$ cat src/rtl/uart_rx.sv
`default_nettype none
// ============================================================================
//  Module   : uart_rx
//  Purpose  : 8N1 UART receiver. Two-flop synchroniser on the serial line,
//             start-bit validation at half a bit period, mid-bit sampling of
//             8 data bits (LSB first) and the stop bit. Good frames update
//             rx_data with a one-cycle rx_valid strobe; a low stop bit gives a
//             one-cycle rx_frame_err strobe, and the receiver then waits for
//             the line to return high before looking for a new start bit.
//  Ports    : clk          system clock
//             rst          synchronous reset, active-high
//             rx           asynchronous serial input, idles at 1
//             rx_data      last correctly received byte
//             rx_valid     one-cycle pulse when rx_data is updated
//             rx_frame_err one-cycle pulse when the stop bit is sampled low
//             rx_busy      high whenever the receiver is not idle
//  Revision : 1.0 - initial release
// ============================================================================
module uart_rx #(
  parameter int CLK_FREQ  = 50_000_000,
  parameter int BAUD_RATE = 9600
) (
  input  logic       clk,
  input  logic       rst,
  input  logic       rx,
  output logic [7:0] rx_data,
  output logic       rx_valid,
  output logic       rx_frame_err,
  output logic       rx_busy
);

  localparam int CLKS_PER_BIT = CLK_FREQ / BAUD_RATE;
  localparam int HALF_BIT     = CLKS_PER_BIT / 2;
  localparam int CNT_W        = (CLKS_PER_BIT > 2) ? $clog2(CLKS_PER_BIT) : 1;

  localparam logic [CNT_W-1:0] C_BIT_LAST  = CNT_W'(CLKS_PER_BIT - 1);
  localparam logic [CNT_W-1:0] C_HALF_LAST = CNT_W'(HALF_BIT - 1);
  localparam logic [CNT_W-1:0] C_CNT_ONE   = CNT_W'(1);

  typedef enum logic [2:0] {
    S_IDLE    = 3'd0,
    S_START   = 3'd1,
    S_DATA    = 3'd2,
    S_STOP    = 3'd3,
    S_RECOVER = 3'd4
  } state_t;

  state_t           state_q, state_d;
  logic [CNT_W-1:0] cnt_q, cnt_d;
  logic [2:0]       bit_idx_q, bit_idx_d;
  logic [7:0]       shift_q, shift_d;
  logic [7:0]       rx_data_q, rx_data_d;
  logic             rx_valid_q, rx_valid_d;
  logic             rx_frame_err_q, rx_frame_err_d;
  logic             sync1_q, sync1_d;
  logic             sync2_q, sync2_d;
  logic             rx_s;

  assign rx_s = sync2_q;

  always_comb begin
    state_d        = state_q;
    cnt_d          = cnt_q;
    bit_idx_d      = bit_idx_q;
    shift_d        = shift_q;
    rx_data_d      = rx_data_q;
    rx_valid_d     = 1'b0;
    rx_frame_err_d = 1'b0;
    sync1_d        = rx;
    sync2_d        = sync1_q;

    case (state_q)
      S_IDLE: begin
        if (!rx_s) begin
          state_d = S_START;
          cnt_d   = '0;
        end
      end

      S_START: begin
        if (cnt_q == C_HALF_LAST) begin
          cnt_d = '0;
          // Line still low at mid start bit: real start. Otherwise a glitch.
          if (!rx_s) begin
            state_d   = S_DATA;
            bit_idx_d = 3'd0;
          end else begin
            state_d = S_IDLE;
          end
        end else begin
          cnt_d = cnt_q + C_CNT_ONE;
        end
      end

      S_DATA: begin
        // Start validation ended mid start bit, so a full period lands mid data bit.
        if (cnt_q == C_BIT_LAST) begin
          cnt_d              = '0;
          shift_d[bit_idx_q] = rx_s;
          if (bit_idx_q == 3'd7) begin
            state_d = S_STOP;
          end else begin
            bit_idx_d = bit_idx_q + 3'd1;
          end
        end else begin
          cnt_d = cnt_q + C_CNT_ONE;
        end
      end

      S_STOP: begin
        if (cnt_q == C_BIT_LAST) begin
          cnt_d = '0;
          if (rx_s) begin
            rx_data_d  = shift_q;
            rx_valid_d = 1'b1;
            state_d    = S_IDLE;
          end else begin
            rx_frame_err_d = 1'b1;
            state_d        = S_RECOVER;
          end
        end else begin
          cnt_d = cnt_q + C_CNT_ONE;
        end
      end

      S_RECOVER: begin
        // A held-low line (break) must not be decoded as back-to-back 0x00 frames.
        if (rx_s) begin
          state_d = S_IDLE;
          cnt_d   = '0;
        end
      end

      default: begin
        state_d = S_IDLE;
        cnt_d   = '0;
      end
    endcase
  end

  always_ff @(posedge clk) begin
    if (rst) begin
      state_q        <= S_IDLE;
      cnt_q          <= '0;
      bit_idx_q      <= 3'd0;
      shift_q        <= 8'h00;
      rx_data_q      <= 8'h00;
      rx_valid_q     <= 1'b0;
      rx_frame_err_q <= 1'b0;
      sync1_q        <= 1'b1;
      sync2_q        <= 1'b1;
    end else begin
      state_q        <= state_d;
      cnt_q          <= cnt_d;
      bit_idx_q      <= bit_idx_d;
      shift_q        <= shift_d;
      rx_data_q      <= rx_data_d;
      rx_valid_q     <= rx_valid_d;
      rx_frame_err_q <= rx_frame_err_d;
      sync1_q        <= sync1_d;
      sync2_q        <= sync2_d;
    end
  end

  assign rx_data      = rx_data_q;
  assign rx_valid     = rx_valid_q;
  assign rx_frame_err = rx_frame_err_q;
  assign rx_busy      = (state_q != S_IDLE);

endmodule
`default_nettype wire

$ cat config.mk
export PLATFORM = sky130hd
export DESIGN_NAME = uart_rx
export DESIGN_NICKNAME = d
export VERILOG_FILES = /design/src/rtl/uart_rx.sv
export SDC_FILE = /design/constraint.sdc
export NUM_CORES = 1
export LEC_CHECK = 0
export BUFFER_PORTS_ARGS = -buffer_cell sky130_fd_sc_hd__clkbuf_2
export CAP_MARGIN = 20
export CORE_ASPECT_RATIO = 1.4
export CORE_MARGIN = 2
export CORE_UTILIZATION = 61
export CTS_BUF_LIST = sky130_fd_sc_hd__clkbuf_8
export DETAILED_ROUTE_END_ITERATION = 8
export PLACE_DENSITY_LB_ADDON = 0.3
export SLEW_MARGIN = 5
export SYNTH_ARGS = -nofsm -noshare
export SYNTH_HDL_FRONTEND = slang
export SYNTH_SLANG_ARGS = --single-unit
$ cat constraint.sdc
create_clock -name clk -period 2.02 [get_ports clk]
set_input_delay 0.202 -clock clk [delete_from_list [all_inputs] [get_ports clk]]
set_output_delay 0.202 -clock clk [all_outputs]
set_load 0.01 [all_outputs]
==> impl_metrics.ini <==
[cts]
cts_made_buffers = 5
clock_latency_ps = 300
cts.clk_slew.worst_paths_ps = 80
cts_tree = yes
ctsHoldBuffers = 0
cts.sinks = 39
cts.htree.levels = 2
root_buffer = clkbuf_8
clk_path_buf_depth = 2

[place]
dp_slack_ps = 22.4
dp_cells = 248
port_buffers = 13
dp_hpwl_mm = 2.73
gp_congestion = 0.831

[synth]
synth.cells.most_frequent = dfxtp_1 (39), nor2_1 (39), mux2i_1 (17)
synth-seq-area-share_pct = 41.6
synth_area_um2 = 1880
yosys_most_used_dff = dfxtp_1
synth-seq-cells = 39
syn-num-nets = 210
yosysUniqueCellTypes = 46
synth_edf_count = 0
netlist_top_cells_area = dfxtp_1 (42%), mux2i_1 (9.1%), nor2_1 (7.8%)
yosysTopAreaCell = dfxtp_1
yosysWarnings = 0
synth_top_cell_area_share_pct = 41.6
async_flop_share_pct = 0
avgSynthCellArea_um2 = 9.21
synthCells = 204

[sta]
slew_headroom_pct = 58.2
post-route-period-util_pct = 94.8
max_freq_mhz = 522
timing.final.ws_setup_ps = 106
rsz0062_at_grt = false
worst_pin_slew_ps = 627
min_period_ps = 1910
maxSlewViolCount = 0
setup-tns-final_ps = 0
hold_viol_final = 0
setup_viol = 0
fin_worst_skew_ps = 4.15

[critical_path]
r2r_cells = 6
criticalPathCategory = register to register
start_kind = register
r2r_start = cnt_q[1]$_SDFFE_PP0P_
critPathMaxFanout = 5
r2r_end = bit_idx_q[0]$_SDFFE_PP0P_
end_kind = register
crit_required_ps = 2210
endpoint = bit_idx_q[0]$_SDFFE_PP0P_
crit_path_start = cnt_q[1]$_SDFFE_PP0P_
cp.arrival_ps = 2110
regToRegSetupSlack_ps = 110

[routing]
via_count = 1500
ant_nets = 0
post_drt_wl_per_cell_um = 15.4
drt_iter0_markers = 24
wirelength_mm = 3.98
drt_first_pass_iters = 4
via_per_inst = 5.81
drc_errors = 0

[grt]
grt_pass1_vias = 1530
antenna_found_initial = 0
grt_overflow_total = 0
grt_pass1_wl_mm = 6.61
grt_max_degree = 36
track_usage_pct = 24.5

[floorplanning]
die_area_um2 = 3540
ios = 14
start_util_pct = 64.6
die_x_um = 50.9
rows = 23
core_um2 = 2910
die_h_um = 69.7

[flow_run]
cap_violations = 0

[cells_and_area]
diodes = 0
utilization_pct = 73.8
drive_gt1_share_pct = 22.2
multi_input_area_um2 = 1080
nets = 226
seq_area_um2 = 783
nFillCells = 213
syn_to_final_growth_pct = 14.2
final_cells = 258

[power]
leakage_nw = 0.851
power_mw = 1.34
peakVddDrop_v = 0.000505
power.density_nw_per_um2 = 627

[worst_hold_path]
hp-class = input port to register

[outcome]
status = finished clean
[metrics by stage]
stage,cell area (um2),hold WS (ps)
2_1_floorplan,1880,306
3_3_place_gp,2000,385
3_5_place_dp,2000,394
4_1_cts,2090,77.0
5_1_grt,2140,81.7
6_report,2140,84.7
[flip-flops by register name, summed over array words and instances, names as in the netlist]
register and count:
rx_frame_err 1, bit_idx_q 3, state_q 3, sync1_q 1, rx_s 1, shift_q 8
cnt_q 13, rx_data 8, rx_valid 1
[cells in the final DEF (no fill, tap or decap), types with 5 or more instances in the layout]
cell      Yosys  final
nor2_1       39     39
dfxtp_1      39     37
mux2i_1      17     17
clkbuf_2      0     13
nand2_1      12     12
nand4_1      10     10
buf_4         0      7
xnor2_1       5      5
nand3_1       5      5
clkbuf_8      0      5
[cells by family (layout without fill, tap and decap cells)]
kind of cell	after synthesis	after routing	share of synthesized area (%)
and+or+nand+nor	103	103	31.6
DFF	39	39	41.6
AOI/OAI and AO/OA	18	18	7.80
muxes	18	18	9.66
buffers and inverters	14	31	3.13
xor gates and xnor gates	9	9	4.20
adders and majority gates	3	3	2.00
[cell type report]
type / instances / share of cell area (%)
multi-input combinational: 151 / 50.4
sequential: 39 / 36.5
timing repair buffer: 21 / 6.42
clock buffer: 5 / 3.21
tap: 37 / 2.16
clock inverter: 3 / 0.933
inverter: 2 / 0.350
[timing repair]
item | CTS | global route
pin swaps | 0 | 2
setup endpoints to repair | 8 | 15
resized for setup | 1 | 9
setup buffers | 0 | 2
[where the power goes]
part / switching [mW] / internal [mW] / leakage [nW] / total, mW
Sequential: 0.00471 / 0.771 / 0.316 / 0.776
Clock: 0.286 / 0.240 / 0.0402 / 0.526
Combinational: 0.0275 / 0.0150 / 0.496 / 0.0425
[per-layer routing]
metal	vias to the layer above	global-route usage, %	wire [um]
met5	-	0	0
met4	0	11.7	150
met3	14	5.60	109
met2	25	45.5	2190
met1	712	24.6	1530
li1	749	-	-
[critical path: stages (launching register included)]
cell and delay, ps:
dfxtp_1 410, ha_4 180, nor3b_4 260, nand4_4 210, a211oi_4 320, nand2_1 130
mux2_2 290
[worst min path at each step]
stage / startpoint / slack (ps) / cells past startpoint / to
after floorplan: rx / 310 / 1 / sync1_q$_SDFF_PP1_
after global placement: rx / 390 / 2 / sync1_q$_SDFF_PP1_
after detailed placement: rx / 390 / 2 / sync1_q$_SDFF_PP1_
after CTS: rx / 80 / 2 / sync1_q$_SDFF_PP1_
after global routing: rx / 80 / 2 / sync1_q$_SDFF_PP1_
final: rx / 80 / 2 / sync1_q$_SDFF_PP1_
Note: power is estimated with default switching activity, not from simulation.
